===== config.mk =====
export PLATFORM = sky130hd
export DESIGN_NAME = mdu_ctrl
export DESIGN_NICKNAME = d
export VERILOG_FILES = /design/src/rtl/mdu_ctrl.sv
export SDC_FILE = /design/constraint.sdc
export NUM_CORES = 1
export LEC_CHECK = 0
export ABC_AREA = 1
export BUFFER_PORTS_ARGS = -buffer_cell sky130_fd_sc_hd__buf_4
export CAP_MARGIN = 40
export CELL_PAD_IN_SITES_DETAIL_PLACEMENT = 1
export CELL_PAD_IN_SITES_GLOBAL_PLACEMENT = 1
export CORE_MARGIN = 3
export CORE_UTILIZATION = 29
export CTS_CLUSTER_SIZE = 8
export DETAILED_ROUTE_END_ITERATION = 16
export GPL_TIMING_DRIVEN = 0
export PLACE_DENSITY = 0.7
export SLEW_MARGIN = 20
export SYNTH_ARGS = -nofsm -noshare
export SYNTH_HDL_FRONTEND = slang
export SYNTH_SLANG_ARGS = --single-unit

===== constraint.sdc =====
create_clock -name clk -period 1.31 [get_ports clk]
set_input_delay 0.393 -clock clk [delete_from_list [all_inputs] [get_ports clk]]
set_output_delay 0.393 -clock clk [all_outputs]
set_load 0.005 [all_outputs]

===== src/rtl/mdu_ctrl.sv =====
// mdu_ctrl: issue/sequencing control for the multiply/divide unit.
// Tracks one in-flight mult/div through IDLE -> RUN -> COMMIT, decodes
// mthi/mtlo writes, generates D-stage stall and flags illegal overlap.
// Optional build macro MDU_IRQ_ABORT_EN: an interrupt during RUN abandons
// the operation and pulses mdu_abort; without it interrupts in RUN are ignored.
module mdu_ctrl #(
  parameter int unsigned MULT_CYC = 5,
  parameter int unsigned DIV_CYC  = 10
) (
  input  logic       clk,
  input  logic       reset,
  input  logic       e_valid,
  input  logic [3:0] e_op,
  input  logic       d_md_use,
  input  logic       intreq,
  input  logic       eretop,
  output logic       mdu_start,
  output logic [3:0] mdu_op,
  output logic [1:0] hilo_we,
  output logic       busy,
  output logic       stall,
  output logic       done,
  output logic       mdu_abort,
  output logic       proto_err
);

  localparam int unsigned CW = 5;
  localparam logic [3:0] OP_NONE = 4'd8;
  localparam logic [3:0] OP_MULTU = 4'd1;
  localparam logic [3:0] OP_DIVU = 4'd3;
  localparam logic [3:0] OP_MTHI = 4'd4;
  localparam logic [3:0] OP_MTLO = 4'd5;
  localparam logic [CW-1:0] MULT_LOAD = CW'(MULT_CYC - 2);
  localparam logic [CW-1:0] DIV_LOAD = CW'(DIV_CYC - 2);

  typedef enum logic [1:0] {
    IDLE   = 2'd0,
    RUN    = 2'd1,
    COMMIT = 2'd2
  } state_t;

  state_t state, state_nxt;
  logic [CW-1:0] cnt, cnt_nxt;
  logic proto_err_nxt;
  logic issue;
  logic accept;

  // State, counter and sticky protocol-error registers
  always_ff @(posedge clk) begin
    state     <= state_nxt;
    cnt       <= cnt_nxt;
    proto_err <= proto_err_nxt;
  end

  // Next-state decode and per-cycle control strobes; reset overrides everything
  always_comb begin
    state_nxt     = state;
    cnt_nxt       = cnt;
    proto_err_nxt = proto_err;
    issue         = 1'b0;
    mdu_start     = 1'b0;
    mdu_op        = OP_NONE;
    hilo_we       = 2'b00;
    done          = 1'b0;
    mdu_abort     = 1'b0;
    accept        = e_valid & ~intreq & ~eretop;

    case (state)
      IDLE: begin
        if (accept && (e_op <= OP_DIVU)) begin
          issue     = 1'b1;
          mdu_start = 1'b1;
          mdu_op    = e_op;
          state_nxt = RUN;
          cnt_nxt   = (e_op <= OP_MULTU) ? MULT_LOAD : DIV_LOAD;
        end else if (accept && (e_op == OP_MTHI)) begin
          hilo_we = 2'b10;
          mdu_op  = e_op;
        end else if (accept && (e_op == OP_MTLO)) begin
          hilo_we = 2'b01;
          mdu_op  = e_op;
        end
      end
      RUN: begin
`ifdef MDU_IRQ_ABORT_EN
        if (intreq) begin
          mdu_abort = 1'b1;
          state_nxt = IDLE;
          cnt_nxt   = '0;
        end else if (cnt == '0) begin
          state_nxt = COMMIT;
        end else begin
          cnt_nxt = cnt - CW'(1);
        end
`else
        if (cnt == '0) begin
          state_nxt = COMMIT;
        end else begin
          cnt_nxt = cnt - CW'(1);
        end
`endif
      end
      COMMIT: begin
        done      = 1'b1;
        state_nxt = IDLE;
      end
      default: begin
        state_nxt = IDLE;
        cnt_nxt   = '0;
      end
    endcase

    // Any MDU write op arriving while an operation is in flight is dropped
    if ((state != IDLE) && e_valid && (e_op <= OP_MTLO)) begin
      proto_err_nxt = 1'b1;
    end

    if (reset) begin
      state_nxt     = IDLE;
      cnt_nxt       = '0;
      proto_err_nxt = 1'b0;
      issue         = 1'b0;
      mdu_start     = 1'b0;
      mdu_op        = OP_NONE;
      hilo_we       = 2'b00;
      done          = 1'b0;
      mdu_abort     = 1'b0;
    end
  end

  // Occupancy and D-stage hold
  assign busy  = (state != IDLE);
  assign stall = d_md_use & (busy | issue);

endmodule


Word-level counts from Yosys, hierarchy flattened
Cells that the tools add are included.
{ "op_classes": {"reduce_logical": 10, "order_cmp": 3, "n_addsub": 1, "eq_ne": 7, "mux": 22, "n_bitwise": 7} }
{ "ops": {"columns": ["operator", "count"], "rows": [
  ["$mux W4", 6],
  ["$pmux W5 S3", 1],
  ["$mux W2", 6],
  ["$mux W5", 2],
  ["$eq A4 B3 Y1 const B", 2],
  ["$mux W1", 6],
  ["$ne A2 B2 Y1 const B", 3],
  ["$logic_and A1 B1 Y1", 5],
  ["$logic_not A5 Y1", 1],
  ["$sub A5 B1 Y5 const B", 1],
  ["$le A4 B1 Y1 const B", 1],
  ["$le A4 B2 Y1 const B", 1],
  ["$le A4 B3 Y1 const B", 1],
  ["$pmux W2 S2", 1],
  ["$and A1 B1 Y1", 3],
  ["$not A1 Y1", 3],
  ["$reduce_and A3 Y1", 1],
  ["$eq A2 B1 Y1 const B", 1],
  ["$eq A2 B2 Y1 const B", 1],
  ["$logic_not A2 Y1", 1],
  ["$reduce_and A2 Y1", 1],
  ["$reduce_bool A2 Y1", 1],
  ["$or A1 B1 Y1", 1]
]} }
{ "word_totals": {"register_bits": 8, "output_inout_bits": 12, "input_bits": 10, "elab_cells": 53} }

Logic depth before layout (Yosys ltp)
Gate-level depths: netlist of the first run.
{ "logic_depth": {"ltp_word": 9, "depth_mapped": 10, "ltp_nobuf": 10} }

Worst setup path after synthesis of the first run
OpenSTA, ideal clock, no wires.
{ "synth_path": {"path_kind": "in2out", "from": "input port e_op[3]", "to": "output port stall", "t_arrival_ns": 0.961, "setup_slack_ns": -0.044, "required_time_ns": 0.917, "path_stages": 5, "n_path_buf": 0, "path_cell_list": "nor2_1 -> inv_1 -> nor2_1 -> nand2_2 -> a21boi_1"} }
{ "synth_between": {"elab_chain_cells": 7} }
{ "synth_rtl": {"columns": ["item", "line", "rtl"], "rows": [
  ["start, declared", "13", "input logic [3:0] e_op,"],
  ["$le A4 B2 Y1", "70", "if (accept && (e_op <= OP_DIVU)) begin"],
  ["$logic_and A1 B1 Y1", "70", null],
  ["$mux W1", "70", null],
  ["$mux W1", "68", "case (state)"],
  ["$mux W1", "118", "if (reset) begin"],
  ["$or A1 B1 Y1", "133", "assign stall = d_md_use & (busy | issue);"],
  ["$and A1 B1 Y1", "133", null],
  ["end, declared", "21", "output logic stall,"]
]} }
Every way passes these cells.

Final worst setup path of the first run
{ "layout_path": {"from": "register state[1]", "to": "output port mdu_op[3]"} }
{ "layout_between": {"elab_chain_cells": 3} }
{ "layout_rtl": {"columns": ["item", "line", "rtl"], "rows": [
  ["start, declared", "42", "state_t state, state_nxt;"],
  ["start signal, assigned", "50", "state <= state_nxt;"],
  ["$logic_not A2 Y1", "68", null],
  ["$mux W4", "68", null],
  ["$mux W4", "118", null],
  ["end, declared", "18", "output logic [3:0] mdu_op,"]
]} }
Every way passes these cells.

==> metrics.txt, run 1 <==
launch point of the critical path state[1]; status finished with violations; power after layout 593 µW; Worst EP required 0.92 ns; GP Congestion 0.730; count of cell types in the netlist 23; detailed-route wire length per cell 13.2 µm; setup violators final 10; hpwl dp 1.52 mm; Hold Path End cnt[2]; Synth Flop Type dfxtp_1; DRT Pass-1 Iters 4; net switching power 180 µW; crit end category output port; Post-route DRC 0; largest vdd supply drop 480 µV; #FFs+latches synth 8; Area Growth Syn to Fin 68.1%; asr flop ratio synth 0%; antenna violations before repair 0; CTS Hold Bufs 0; Hold Violations, Final 0; Worst EP arrival 1.27 ns; # rows 16; Final TNS setup -2.66 ns; port bufs 20; RSZ-0062 raised after global routing true; Clock Sink Count 8; Post-Syn Instances 104; PnR worst setup slack -0.357 ns; top cells by area, synth dfxtp_1 (24%), nand2_1 (11%), inv_1 (9.7%), nor2_1 (8.5%), nand3_1 (6.8%); synth cell count leaders nand2_1 (19), inv_1 (17), nor2_1 (15); PwrDens 535 nW/µm²; post-layout util 53.8%; Worst Setup Path Type flop to output port; switching part of the total 30.4%; first-pass GRT wire length 3.39 mm; largest area contributor in the netlist dfxtp_1; initial core utilization 32.0%; Placeable Area 2060 µm²; share of cells above drive strength 1 61.6%; root buffer cell clkbuf_4; WHS Path Cells 2; Area after DPL 858 µm²; Die Y 53.7 µm; HP Start reset; fillcell total 266; Internal 413 µW; Die ar. 2880 µm²; Combinational Power Share 24.7%; multi-input combinational cell area 534 µm²; failing checks setup timing; area share of the largest cell type after synthesis 24.3%; final wirelength 2.17 mm; GRT Overall Usage 16.6%; number of flops mapped to enable cells by yosys 0; # nets final 152; worst hold path type input port to flop; H-tree depth 1; 1st-iter DRT viols 3; Tmin final 1.67 ns; via count 784; Critical Path Start Type flop; gr ovfl total 0; Longest Clk Path Bufs 2; Reg-to-Reg Start cnt[0]; pin count of the biggest net entering global routing 8; most common cell in the netlist nand2_1; # diodes 0; worst-skew pair later-pin latency 0.26 ns; MaxCap Viol Count 0; post-route cell area 1110 µm²; CTS tree yes; depth of the worst register-to-register path 10; Reg-to-Reg End cnt[0]; static leakage 0.573 nW; CP Max Fanout 3; Syn Nets 116; Seq pwr share 41.5%; FMAX 600 MHz; Clk network pwr share 33.8%; Period Utilization, post-route 127%; Synth warnings 0; register area 170 µm²; Antenna Nets Post-Route 0; Final Slew Violations 0; clock-pin slew on the worst setup and hold paths 0.06 ns; reg-to-reg slack, setup 0.08 ns; Chip Width 53.7 µm; synthesized cell area 659 µm²; I/O pin count 22; CTS buffer count 3; register area share after synthesis 24.3%; vias per cell 4.75; average size of a mapped cell 6.34 µm²; number of global-route vias before repair 780; Worst Skew 0.00123 ns
logic make-up (layout without fill, tap and decap cells):
| group | count (synthesis) | count (layout) | synth area share [%] |
|---|---|---|---|
| other | 1 | 1 | 0.569 |
| flip-flops | 8 | 8 | 24.3 |
| adder cells (fa/ha/maj) | 2 | 2 | 3.79 |
| AO/OA/AOI/OAI | 8 | 8 | 6.45 |
| buffers and inverters | 24 | 58 | 14.6 |
| AND/OR/NAND/NOR | 60 | 60 | 49.0 |
| XOR/XNOR | 1 | 1 | 1.33 |
metrics by stage:
stage / cells / worst slack [ns] / hold WS (ns)
6_report: 165 / -0.357 / 0.382
5_1_grt: 165 / -0.437 / 0.372
4_1_cts: 161 / -0.381 / 0.379
3_5_place_dp: 151 / -0.340 / 0.450
3_3_place_gp: 151 / -0.306 / 0.443
2_1_floorplan: 104 / -0.0188 / 0.441
cells in the final DEF (no fill, tap or decap):
cell and instances:
buf_4 29, nand2_1 13, inv_1 12, nor2_4 8
nand3_1 8, inv_2 7, nor2_2 7, nor2_1 6
nand2_4 5, nand2_2 5, inv_4 4, dfxtp_1 4
a21oi_1 3, clkbuf_4 3, buf_6 3, nand4_1 2
o21ai_2 2, dfxtp_2 2, dfxtp_4 2, nand4_4 1
a21boi_2 1, nor3_2 1, nor3_1 1, nand3_2 1
nor3_4 1, nand2_8 1, o21ai_1 1, o21ai_0 1
xnor2_1 1, ha_4 1, ha_2 1, conb_1 1
critical path: stages, from the launching register on:
cell	delay, ns
dfxtp_4	0.35
inv_4	0.06
nand2_4	0.06
nor2_4	0.13
nand4_1	0.14
nand2_2	0.12
nor2_2	0.04
buf_4	0.12
final cells by class:
cell class / count / share of cell area [%]
Clock buffer: 3 / 2.03
Buffer: 1 / 0.677
Inverter: 23 / 8.69
Timing Repair Buffer: 31 / 22.0
Tap cell: 27 / 3.05
Multi-Input combinational cell: 72 / 48.2
Sequential cell: 8 / 15.3
timing repair:
| action | CTS | global route |
|---|---|---|
| buffers inserted | 7 | 6 |
| resized for setup | 16 | 29 |
| pin swaps | 8 | 20 |
| endpoints found under the setup margin | 15 | 15 |
power by group through the flow:
stage	clock (mW)	sequential (mW)	combinational, mW
after floorplan	0	0.254	0.0609
after global placement	0	0.255	0.105
after detailed placement	0	0.255	0.108
after CTS	0.206	0.246	0.120
after global routing	0.223	0.246	0.161
final	0.201	0.246	0.147
routing by layer:
layer  track usage [%]  up-vias  share of wire, %
met2              26.0       14                54
li1                  -      386                 -
met1              20.0      378                42
met3              4.71        6               2.9
met4              9.36        0               1.4
met5                 0        -                 0
sequential cells by signal, indices dropped and copies added (netlist names):
| register | count |
|---|---|
| cnt | 5 |
| proto_err | 1 |
| state | 2 |
worst max path at each step:
stage                      to  slack [ns]  cells after the start
floorplan               stall       -0.02                      6
global placement        stall       -0.31                      7
detailed placement  mdu_op[3]       -0.34                      9
CTS                 mdu_op[3]       -0.38                      7
global route        mdu_op[3]       -0.44                      7
finish              mdu_op[3]       -0.36                      7
Power figures use the tool's default switching activity.
==> inputs of run 2 (changes only) <==
PLACE_DENSITY = default   (was 0.7)
PLACE_DENSITY_LB_ADDON = 0.2   (was default)
==> metrics.txt, run 2 (synthesized netlist as in run 1, its figures left out) <==
depth of the worst register-to-register path 12; Worst Setup EP mdu_op[3]; worst hold path type input port to flop; fillcell total 266; initial core utilization 32.0%; Hold Violations, Final 0; pin count of the biggest net entering global routing 8; Tmin final 1.68 ns; static leakage 0.577 nW; cell total after placement 151; Clock Sink Count 8; WHS Path Cells 2; number of global-route vias before repair 738; via count 765; Placeable Area 2060 µm²; Worst Skew 0.00322 ns; CTS buffer count 3; final wirelength 2.10 mm; failing checks setup timing; share of cells above drive strength 1 54.4%; non-filler cells, final 163; detailed-route wire length per cell 12.9 µm; number of flip-flops under the largest register name 5; Top reg by flops cnt; MaxCap Viol Count 0; status finished with violations; FMAX 594 MHz; DRT Pass-1 Iters 4; Period Utilization, post-route 128%; most frequent cells in the layout buf_4 (25), inv_1 (16), nand2_1 (11); setup violators final 15; PwrDens 529 nW/µm²; largest registers cnt (5), state (2), proto_err (1); # nets final 150; first-pass GRT wire length 3.21 mm; root buffer cell clkbuf_4; Worst Setup Path Type flop to output port; Worst EP arrival 1.29 ns; HP Start reset; Worst EP required 0.92 ns; Antenna Nets Post-Route 0; antenna violations before repair 0; GRT Overall Usage 15.4%; clock-pin slew on the worst setup and hold paths 0.06 ns; Internal 405 µW; H-tree depth 1; CTS tree yes; PnR worst setup slack -0.373 ns; # rows 16; largest vdd supply drop 538 µV; Area Growth Syn to Fin 63.2%; Clk network pwr share 33.6%; reg-to-reg slack, setup -0.21 ns; Die Y 53.7 µm; hpwl dp 1.49 mm; Seq pwr share 43.2%; Hold Slack 0.387 ns; crit end category output port; # diodes 0; Reg-to-Reg Start state[0]; gr ovfl total 0; RSZ-0062 raised after global routing true; Longest Clk Path Bufs 2; I/O pin count 22; port bufs 20; launch point of the critical path state[0]; Combinational Power Share 23.2%; Chip Width 53.7 µm; Critical Path Start Type flop; worst-skew pair later-pin latency 0.25 ns; net switching power 164 µW; Reg-to-Reg End cnt[3]; Die ar. 2880 µm²; Post-route DRC 0; GP Congestion 0.704; switching part of the total 28.9%; Final Slew Violations 0; leading cell type in the layout, fill and taps excluded buf_4; post-place setup slack -0.334 ns; vias per cell 4.69; 1st-iter DRT viols 6; CP Max Fanout 3
run 2: cell types whose count changed in the layout (fill, tap and decap cells not counted), sizes merged:
cell  previous run  this run
buf             32        30
run 2: layer usage:
| metal | GRT usage (%) | vias to the layer above | routed length [µm] |
|---|---|---|---|
| met5 | 0 | - | 0 |
| met4 | 2.55 | 0 | 14 |
| met3 | 4.71 | 2 | 108 |
| met2 | 27.0 | 15 | 1150 |
| met1 | 18.4 | 367 | 828 |
| li1 | - | 381 | - |
run 2: final cells by class:
| type | count | area [µm²] | share of cell area (%) |
|---|---|---|---|
| buffer | 1 | 7.51 | 0.698 |
| clock buffer | 3 | 22.5 | 2.09 |
| inverter | 23 | 93.8 | 8.72 |
| multi-input combinational | 72 | 514 | 47.8 |
| sequential | 8 | 168 | 15.6 |
| tap | 27 | 33.8 | 3.14 |
| timing repair buffer | 29 | 236 | 22.0 |
run 2: how the worst min path moves through the flow:
stage,to,slack (ns)
after detailed placement,proto_err,0.45
after CTS,cnt[4],0.39
after floorplan,proto_err,0.44
final,cnt[4],0.39
after global routing,cnt[4],0.39
after global placement,proto_err,0.44
run 2: what timing repair did:
action,in CTS,in global routing
gates resized for setup,15,23
endpoints found under the setup margin,14,16
gates cloned,0,0
hold buffers,0,0
setup buffers,9,3
pin swaps,8,7
run 2: critical path: stages (launching register included):
cell     delay [ns]
dfxtp_4        0.36
inv_6          0.07
nand2_8        0.05
nor2_4         0.13
nand4_1        0.14
nand2_2        0.12
nor2_2         0.04
buf_4          0.12
run 2: power by group through the flow:
stage / logic (mW) / registers (mW) / clock network, mW
final: 0.132 / 0.246 / 0.191
after global routing: 0.147 / 0.246 / 0.211
after CTS: 0.121 / 0.246 / 0.201
after detailed placement: 0.108 / 0.255 / 0
after global placement: 0.104 / 0.255 / 0
after floorplan: 0.0609 / 0.254 / 0
run 2: per-stage QoR:
step	util, %	total power, mW	setup TNS [ns]	instance area (µm²)
2_1_floorplan	-	0.315	-0.0321	674
3_3_place_gp	41.6	0.359	-2.13	858
3_5_place_dp	41.6	0.363	-2.40	858
4_1_cts	48.8	0.567	-4.38	1010
5_1_grt	52.2	0.604	-4.84	1080
6_report	52.2	0.569	-3.81	1080
